**config.mk**
```make
export PLATFORM = sky130hd
export DESIGN_NAME = wb_stage
export DESIGN_NICKNAME = d
export VERILOG_FILES = /design/src/rtl/wb_stage.sv
export SDC_FILE = /design/constraint.sdc
export NUM_CORES = 1
export LEC_CHECK = 0
export CORE_UTILIZATION = 44
export CTS_CLUSTER_SIZE = 12
export DETAILED_ROUTE_END_ITERATION = 16
export MAX_ROUTING_LAYER = met4
export PLACE_DENSITY = 0.77
export SLEW_MARGIN = 20
export SYNTH_ARGS = -nofsm -noshare
export SYNTH_HDL_FRONTEND = slang
export SYNTH_SLANG_ARGS = --single-unit
```
**constraint.sdc**
```tcl
create_clock -name cpu_clk -period 3.4 [get_ports cpu_clk]
set_clock_uncertainty 0.2 [all_clocks]
set_input_delay 0.68 -clock cpu_clk [delete_from_list [all_inputs] [get_ports cpu_clk]]
set_output_delay 0.68 -clock cpu_clk [all_outputs]
set_load 0.01 [all_outputs]
```
**src/rtl/wb_stage.sv**
```systemverilog
`default_nettype none
// ============================================================================
//  Module   : wb_stage
//  Purpose  : MEM/WB pipeline register and writeback stage of the RV32
//             five-stage pipeline. Captures the MEM-stage result, extends
//             load data, selects the writeback value and drives the
//             register-file write port plus the WB forwarding path.
//  Options  : WB_RETIRE_CNT_EN - when defined, a 64-bit retired-instruction
//             counter is built; otherwise retire_cnt is tied to zero.
//  Revision : 1.0 - initial release
// ============================================================================
module wb_stage (
    input  logic        cpu_clk,
    input  logic        cpu_rst,
    input  logic        mem_valid,
    input  logic [31:0] mem_pc,
    input  logic [4:0]  mem_rd,
    input  logic        mem_rf_we,
    input  logic [1:0]  mem_wb_sel,
    input  logic [31:0] mem_alu_res,
    input  logic [31:0] mem_imm,
    input  logic [31:0] mem_ld_data,
    input  logic [2:0]  mem_ld_type,
    input  logic        wb_stall,
    input  logic        wb_flush,
    output logic        rf_we,
    output logic [4:0]  rf_wR,
    output logic [31:0] rf_wD,
    output logic        fwd_valid,
    output logic [4:0]  fwd_rd,
    output logic [31:0] fwd_data,
    output logic        wb_valid,
    output logic [31:0] wb_pc,
    output logic [63:0] retire_cnt
);

    // Writeback source encodings
    localparam logic [1:0] c_SEL_ALU  = 2'b00;
    localparam logic [1:0] c_SEL_LOAD = 2'b01;
    localparam logic [1:0] c_SEL_PC4  = 2'b10;
    localparam logic [1:0] c_SEL_IMM  = 2'b11;

    // Load funct3 encodings
    localparam logic [2:0] c_LD_LB  = 3'b000;
    localparam logic [2:0] c_LD_LH  = 3'b001;
    localparam logic [2:0] c_LD_LW  = 3'b010;
    localparam logic [2:0] c_LD_LBU = 3'b100;
    localparam logic [2:0] c_LD_LHU = 3'b101;

    // ------------------------------------------------------------------
    // WB pipeline register fields
    // ------------------------------------------------------------------
    logic        valid_q,   valid_d;
    logic [31:0] pc_q,      pc_d;
    logic [4:0]  rd_q,      rd_d;
    logic        rf_we_q,   rf_we_d;
    logic [1:0]  wb_sel_q,  wb_sel_d;
    logic [31:0] alu_res_q, alu_res_d;
    logic [31:0] imm_q,     imm_d;
    logic [31:0] ld_data_q, ld_data_d;
    logic [2:0]  ld_type_q, ld_type_d;

    // Combinational datapath
    logic [7:0]  w_ld_byte;
    logic [15:0] w_ld_half;
    logic [31:0] w_ld_ext;
    logic [31:0] w_pc_plus4;
    logic [31:0] w_wb_data;
    logic        w_rf_we;

    // Next-state selection: flush kills, stall holds, otherwise capture MEM
    always_comb begin
        valid_d   = valid_q;
        pc_d      = pc_q;
        rd_d      = rd_q;
        rf_we_d   = rf_we_q;
        wb_sel_d  = wb_sel_q;
        alu_res_d = alu_res_q;
        imm_d     = imm_q;
        ld_data_d = ld_data_q;
        ld_type_d = ld_type_q;
        if (wb_flush) begin
            // Only valid matters after a flush; zero the rest for clean traces
            valid_d   = 1'b0;
            pc_d      = 32'd0;
            rd_d      = 5'd0;
            rf_we_d   = 1'b0;
            wb_sel_d  = 2'd0;
            alu_res_d = 32'd0;
            imm_d     = 32'd0;
            ld_data_d = 32'd0;
            ld_type_d = 3'd0;
        end else if (!wb_stall) begin
            valid_d   = mem_valid;
            pc_d      = mem_pc;
            rd_d      = mem_rd;
            rf_we_d   = mem_rf_we;
            wb_sel_d  = mem_wb_sel;
            alu_res_d = mem_alu_res;
            imm_d     = mem_imm;
            ld_data_d = mem_ld_data;
            ld_type_d = mem_ld_type;
        end
    end

    // WB register update with synchronous reset taking precedence
    always_ff @(posedge cpu_clk) begin
        if (cpu_rst) begin
            valid_q   <= 1'b0;
            pc_q      <= 32'd0;
            rd_q      <= 5'd0;
            rf_we_q   <= 1'b0;
            wb_sel_q  <= 2'd0;
            alu_res_q <= 32'd0;
            imm_q     <= 32'd0;
            ld_data_q <= 32'd0;
            ld_type_q <= 3'd0;
        end else begin
            valid_q   <= valid_d;
            pc_q      <= pc_d;
            rd_q      <= rd_d;
            rf_we_q   <= rf_we_d;
            wb_sel_q  <= wb_sel_d;
            alu_res_q <= alu_res_d;
            imm_q     <= imm_d;
            ld_data_q <= ld_data_d;
            ld_type_q <= ld_type_d;
        end
    end

    // Byte and halfword lane selection from the stored raw word
    always_comb begin
        w_ld_byte = ld_data_q[7:0];
        unique case (alu_res_q[1:0])
            2'd0:    w_ld_byte = ld_data_q[7:0];
            2'd1:    w_ld_byte = ld_data_q[15:8];
            2'd2:    w_ld_byte = ld_data_q[23:16];
            default: w_ld_byte = ld_data_q[31:24];
        endcase
        // Halfword offset bit 0 is ignored: misaligned halves are not split
        w_ld_half = alu_res_q[1] ? ld_data_q[31:16] : ld_data_q[15:0];
    end

    // Load sign/zero extension; unsupported funct3 values pass the raw word
    always_comb begin
        w_ld_ext = ld_data_q;
        case (ld_type_q)
            c_LD_LB:  w_ld_ext = {{24{w_ld_byte[7]}}, w_ld_byte};
            c_LD_LBU: w_ld_ext = {24'd0, w_ld_byte};
            c_LD_LH:  w_ld_ext = {{16{w_ld_half[15]}}, w_ld_half};
            c_LD_LHU: w_ld_ext = {16'd0, w_ld_half};
            c_LD_LW:  w_ld_ext = ld_data_q;
            default:  w_ld_ext = ld_data_q;
        endcase
    end

    // Link address wraps naturally at 32 bits
    assign w_pc_plus4 = pc_q + 32'd4;

    // Writeback value mux
    always_comb begin
        w_wb_data = alu_res_q;
        unique case (wb_sel_q)
            c_SEL_ALU:  w_wb_data = alu_res_q;
            c_SEL_LOAD: w_wb_data = w_ld_ext;
            c_SEL_PC4:  w_wb_data = w_pc_plus4;
            c_SEL_IMM:  w_wb_data = imm_q;
            default:    w_wb_data = alu_res_q;
        endcase
    end

    // x0 is hardwired: never write it and never forward from it.
    // A stalled live instruction keeps rf_we high; rewriting is idempotent.
    assign w_rf_we = valid_q & rf_we_q & (rd_q != 5'd0);

    assign rf_we     = w_rf_we;
    assign rf_wR     = rd_q;
    assign rf_wD     = w_wb_data;
    assign fwd_valid = w_rf_we;
    assign fwd_rd    = rd_q;
    assign fwd_data  = w_wb_data;
    assign wb_valid  = valid_q;
    assign wb_pc     = pc_q;

`ifdef WB_RETIRE_CNT_EN
    logic [63:0] retire_cnt_q;

    // An instruction retires on the edge it leaves WB (live and not stalled)
    always_ff @(posedge cpu_clk) begin
        if (cpu_rst) begin
            retire_cnt_q <= 64'd0;
        end else if (valid_q && !wb_stall) begin
            retire_cnt_q <= retire_cnt_q + 64'd1;
        end
    end

    assign retire_cnt = retire_cnt_q;
`else
    assign retire_cnt = 64'd0;
`endif

endmodule
`default_nettype wire

```
; After elaboration in Yosys (flattened, before gate mapping)
; Cells that the tools add are included.
[totals]
register_bits = 140
[op_classes]
add_sub_neg = 1
eq_ne = 8
n_mux = 4
n_bitwise = 2
reduce_logical = 5
[ops]
columns = cell, n
row1 = $pmux W32 S4, 2
row2 = $add A32 B3 Y32 const B, 1
row3 = $pmux W8 S3, 1
row4 = $mux W16, 1
row5 = $eq A2 B2 Y1 const B, 3
row6 = $eq A3 B3 Y1 const B, 2
row7 = $reduce_bool A5 Y1, 1
row8 = $eq A2 B1 Y1 const B, 2
row9 = $logic_not A2 Y1, 2
row10 = $eq A3 B1 Y1 const B, 1
row11 = $logic_not A3 Y1, 1
row12 = $and A1 B1 Y1, 2
row13 = $reduce_or A2 Y1, 1

; Logic depth before layout (Yosys ltp)
[depth]
depth_word = 4
depth_mapped = 8
mapped_depth_nobuf = 6

; Least setup slack after synthesis
; Ideal clock, no wire load.
[synth_timing]
path_kind = reg2out
startpoint = register pc_q[2] (netlist: wb_pc[2])
endpoint = output rf_wD[28]
arrival_time_ns = 1.997
required_time_ns = 2.520
slack_ns = 0.523
stages_incl_launch_ff = 8
path_buffers = 1
cell_sequence = dfxtp_1 ha_1 and2_1 nand3_4 and4bb_1 xnor2_1 o31ai_1 buf_4
[synth_via]
elab_chain_len = 2
[synth_lines]
columns = element, line
row1 = "start, declared", 54  ; logic [31:0] pc_q, pc_d;
row2 = "start signal, assigned", 120  ; pc_q <= pc_d;
row3 = $add A32 B3 Y32, 158  ; assign w_pc_plus4 = pc_q + 32'd4;
row4 = $pmux W32 S4, 163  ; unique case (wb_sel_q)
row5 = "end, declared", 28  ; output logic [31:0] rf_wD,
; Every way passes these cells.

; Final worst setup path
[layout_timing]
startpoint = register pc_q[7] (netlist: wb_pc[7])
endpoint = output fwd_data[19]
[layout_via]
elab_chain_len = 2
[layout_lines]
columns = element, line
row1 = $add A32 B3 Y32, 158
row2 = $pmux W32 S4, 163
row3 = "end, declared", 31  ; output logic [31:0] fwd_data,
; Every way passes these cells.

==> out/metrics.json <==
{
  "power": {
    "powerDensity_nw_per_um2": 396,
    "cellInternalPower_uw": 3270,
    "power_switching_uw": 1150,
    "pwr-share-comb": 0.166,
    "seqPwrFrac": 0.397,
    "power.switching_fraction": 0.260,
    "peakVddDrop_mv": 0.342,
    "clock_power_share": 0.437,
    "power.static_leakage_uw": 0.00503
  },
  "die": {
    "count_of_pins_on_the_block_boundary": 317,
    "floorplan.die.height_um": 136,
    "die_width_um": 136,
    "row_count": 48,
    "dieArea_sq_um": 18400,
    "initial_utilization": 0.453,
    "design.core.area_sq_um": 17400
  },
  "routing": {
    "routed_via_density": 5.24,
    "routed_wirelength_mm": 25.0,
    "drt_iter0_markers": 469,
    "detail_route.drc_violations": 0,
    "post_drt_wl_per_cell_um": 18.5,
    "dr.pass1.iters": 6,
    "antenna_violating_nets_post_route": 0,
    "vias": 7108
  },
  "cells_and_area": {
    "layout.cells.most_common_list": "sky130_fd_sc_hd__clkdlybuf4s50_1, sky130_fd_sc_hd__nor2_1, sky130_fd_sc_hd__mux2i_1, sky130_fd_sc_hd__dfxtp_1, sky130_fd_sc_hd__conb_1",
    "area.sequential_sq_um": 2830,
    "layout.nets": 1262,
    "number_of_cells_in_the_finished_layout_apart_from_fillers": 1356,
    "area_growth_syn_to_layout_pct": 41.7,
    "n_fill_cell": 1454,
    "layout.cell_area.non_filler_sq_um": 11100,
    "drive_above_1_share": 0.131,
    "multi_input_comb_area_sq_um": 4380,
    "final_common_cell": "sky130_fd_sc_hd__clkdlybuf4s50_1"
  },
  "cts": {
    "cts_root_buf": "sky130_fd_sc_hd__clkbuf_16",
    "worst_setup_hold_path_clk_slew_ns": 0.06,
    "sink_count": 140,
    "cts_tree": "built",
    "clk_path_buf_depth": 2,
    "cts-buffers-inserted": 17,
    "worstSkewPairLatency_ns": 0.42,
    "htreeDepth": 4,
    "post_cts_hold_buffer_count": 0
  },
  "synth": {
    "synth_xor_xnor_area_share": 0.0290,
    "synth_cell_type_count": 65,
    "synth_top_flop_cell": "sky130_fd_sc_hd__dfxtp_1",
    "muxShareOfSynthArea": 0.196,
    "synth_compound_gate_area_share": 0.117,
    "postSynthRegisterBits": 140,
    "synth.cell_area_sq_um": 7860,
    "yosys.area_share.adder": 0.00159,
    "synth_enable_flop_cells": 0,
    "synth_top_family_by_area": "multiplexers",
    "post_synth.cell_area_avg_sq_um": 8.81,
    "yosys.area_share.simple": 0.165,
    "postSynthCellCount": 893,
    "postSynth.asyncResetShare": 0,
    "synth-seq-area-share": 0.356,
    "syn_warnings": 0
  },
  "sta": {
    "finalCritPeriodShare": 0.979,
    "achievable-frequency_mhz": 301,
    "final_layout_setup_total_negative_slack_ns": 0,
    "timing_hold_violations_final": 0,
    "timing_worst_slew_pin_value_ns": 0.631,
    "setup_violations": 0,
    "timing_max_transition_violations_final": 0,
    "slew_headroom": 0.578,
    "final_period_minus_worst_setup_slack_ns": 3.33
  },
  "worst_hold_path": {
    "hold_class": "reg -> reg"
  },
  "setup_path": {
    "worst_ep_required_time_ns": 2.52,
    "critPathCaptureType": "primary output",
    "critPathLaunchType": "flop",
    "reg2reg_slack_ns": 2.29,
    "ff2ff_path_depth": 3,
    "worst_setup_path_type": "reg -> out",
    "worst_setup_path_end": "fwd_data[19]",
    "setup.worst_path.start": "wb_pc[7]",
    "critPathMaxFanout": 6,
    "reg2reg_from": "wb_sel_q[0]",
    "r2r_end": "wb_sel_q[0]",
    "data_arrival_critical_path_ns": 2.45
  },
  "placed_design": {
    "dpl-instance-area_sq_um": 10300,
    "portBuffers": 252,
    "finalWeightedCongestion": 0.913,
    "detailed_place_hpwl_mm": 18.6,
    "place.detailed.instances": 1313
  },
  "global_route": {
    "grt_remaining_overflow": 0,
    "grt_use_total": 0.278,
    "grt_antenna_before_repair": 1,
    "first_global_vias": 6661,
    "grt_start_max_net_pins": 63,
    "grt_first_pass_wirelength_mm": 37.3
  },
  "status": {
    "outcome": "finished, final reports clean"
  },
  "job": {
    "drv.max_cap_violation_count": 0
  }
}
## per-stage QoR
stage	power [uW]	setup slack, ns	hold WS (ns)	util
after detailed placement	2520	0.172	0.285	0.592
after global routing	4560	-0.0446	0.317	0.642
after floorplan	2210	0.523	0.254	-
final	4410	0.0728	0.295	0.642
after CTS	4430	0.00116	0.301	0.635
after global placement	2520	0.166	0.269	0.592
## logic make-up after synthesis
group	Yosys count
mux	151
other cells	1
flops	140
fa+ha+maj	1
compound gates	129
simple gates	271
buf+inv	174
xor+xnor	26
## worst max-delay path, stage by stage (launching register included)
cell                            delay [ns]
sky130_fd_sc_hd__dfxtp_2              0.42
sky130_fd_sc_hd__nand4_1              0.15
sky130_fd_sc_hd__buf_4                0.19
sky130_fd_sc_hd__nor4_4               0.28
sky130_fd_sc_hd__buf_4                0.15
sky130_fd_sc_hd__nand3_1              0.08
sky130_fd_sc_hd__xor2_1               0.15
sky130_fd_sc_hd__a22oi_1              0.27
sky130_fd_sc_hd__dlygate4sd2_1        0.33
## synthesized netlist by cell type, types with 11 or more instances
master	n	area, sq um
sky130_fd_sc_hd__nor2_1	163	612
sky130_fd_sc_hd__mux2i_1	142	1420
sky130_fd_sc_hd__dfxtp_1	140	2800
sky130_fd_sc_hd__buf_4	102	766
sky130_fd_sc_hd__clkbuf_1	39	146
sky130_fd_sc_hd__nand2_1	25	93.8
sky130_fd_sc_hd__o21ai_1	20	100
sky130_fd_sc_hd__o21ai_0	19	95.1
sky130_fd_sc_hd__xnor2_1	19	166
sky130_fd_sc_hd__a21oi_1	15	75.1
sky130_fd_sc_hd__buf_2	14	70.1
sky130_fd_sc_hd__nand2b_1	14	87.6
sky130_fd_sc_hd__inv_1	11	41.3
sky130_fd_sc_hd__nand3_1	11	55.1
sky130_fd_sc_hd__o211ai_1	11	82.6
## routing by layer
metal / part of all wire / up-vias / global-route usage
met5: 0 / - / -
met4: 0.022 / 0 / 0.0918
met3: 0.061 / 35 / 0.0587
met2: 0.49 / 288 / 0.451
met1: 0.43 / 3388 / 0.343
li1: - / 3397 / -
## registers in the layout (all words and copies together), names as in the netlist
| register | cells |
|---|---|
| alu_res_q | 32 |
| wb_sel_q | 2 |
| wb_pc | 32 |
| ld_type_q | 3 |
| imm_q | 32 |
| rf_we_q | 1 |
| wb_valid | 1 |
| fwd_rd | 5 |
| ld_data_q | 32 |
## area by class of cell
class / instances / share of cell area
multi-input combinational: 642 / 0.393
antenna: 1 / 0.000225
inverter: 12 / 0.00404
clock inverter: 13 / 0.0147
tap: 225 / 0.0253
sequential: 140 / 0.254
timing repair buffer: 304 / 0.269
clock buffer: 19 / 0.0397
## timing repair
action / 4_1_cts / 5_1_grt
buffers inserted: 8 / 2
endpoints found under the setup margin: 60 / 47
resized for setup: 72 / 42
pin swaps: 12 / 10
## power by group through the flow
stage,combinational [uW],sequential (uW),clock (uW)
6_report,731,1750,1930
2_1_floorplan,435,1770,0
3_5_place_dp,736,1790,0
3_3_place_gp,733,1780,0
4_1_cts,729,1750,1950
5_1_grt,786,1760,2020
## worst min-delay path by stage
stage                             start             to  slack (ns)  cells after the start
after detailed placement       imm_q[7]       imm_q[7]        0.28                      2
final                         imm_q[12]      imm_q[12]        0.30                      2
after global placement        imm_q[12]      imm_q[12]        0.27                      2
after global routing      alu_res_q[15]  alu_res_q[15]        0.32                      2
after CTS                     imm_q[12]      imm_q[12]        0.30                      2
after floorplan               imm_q[22]      imm_q[22]        0.25                      2
No activity file was read; power rests on OpenSTA's default activity.
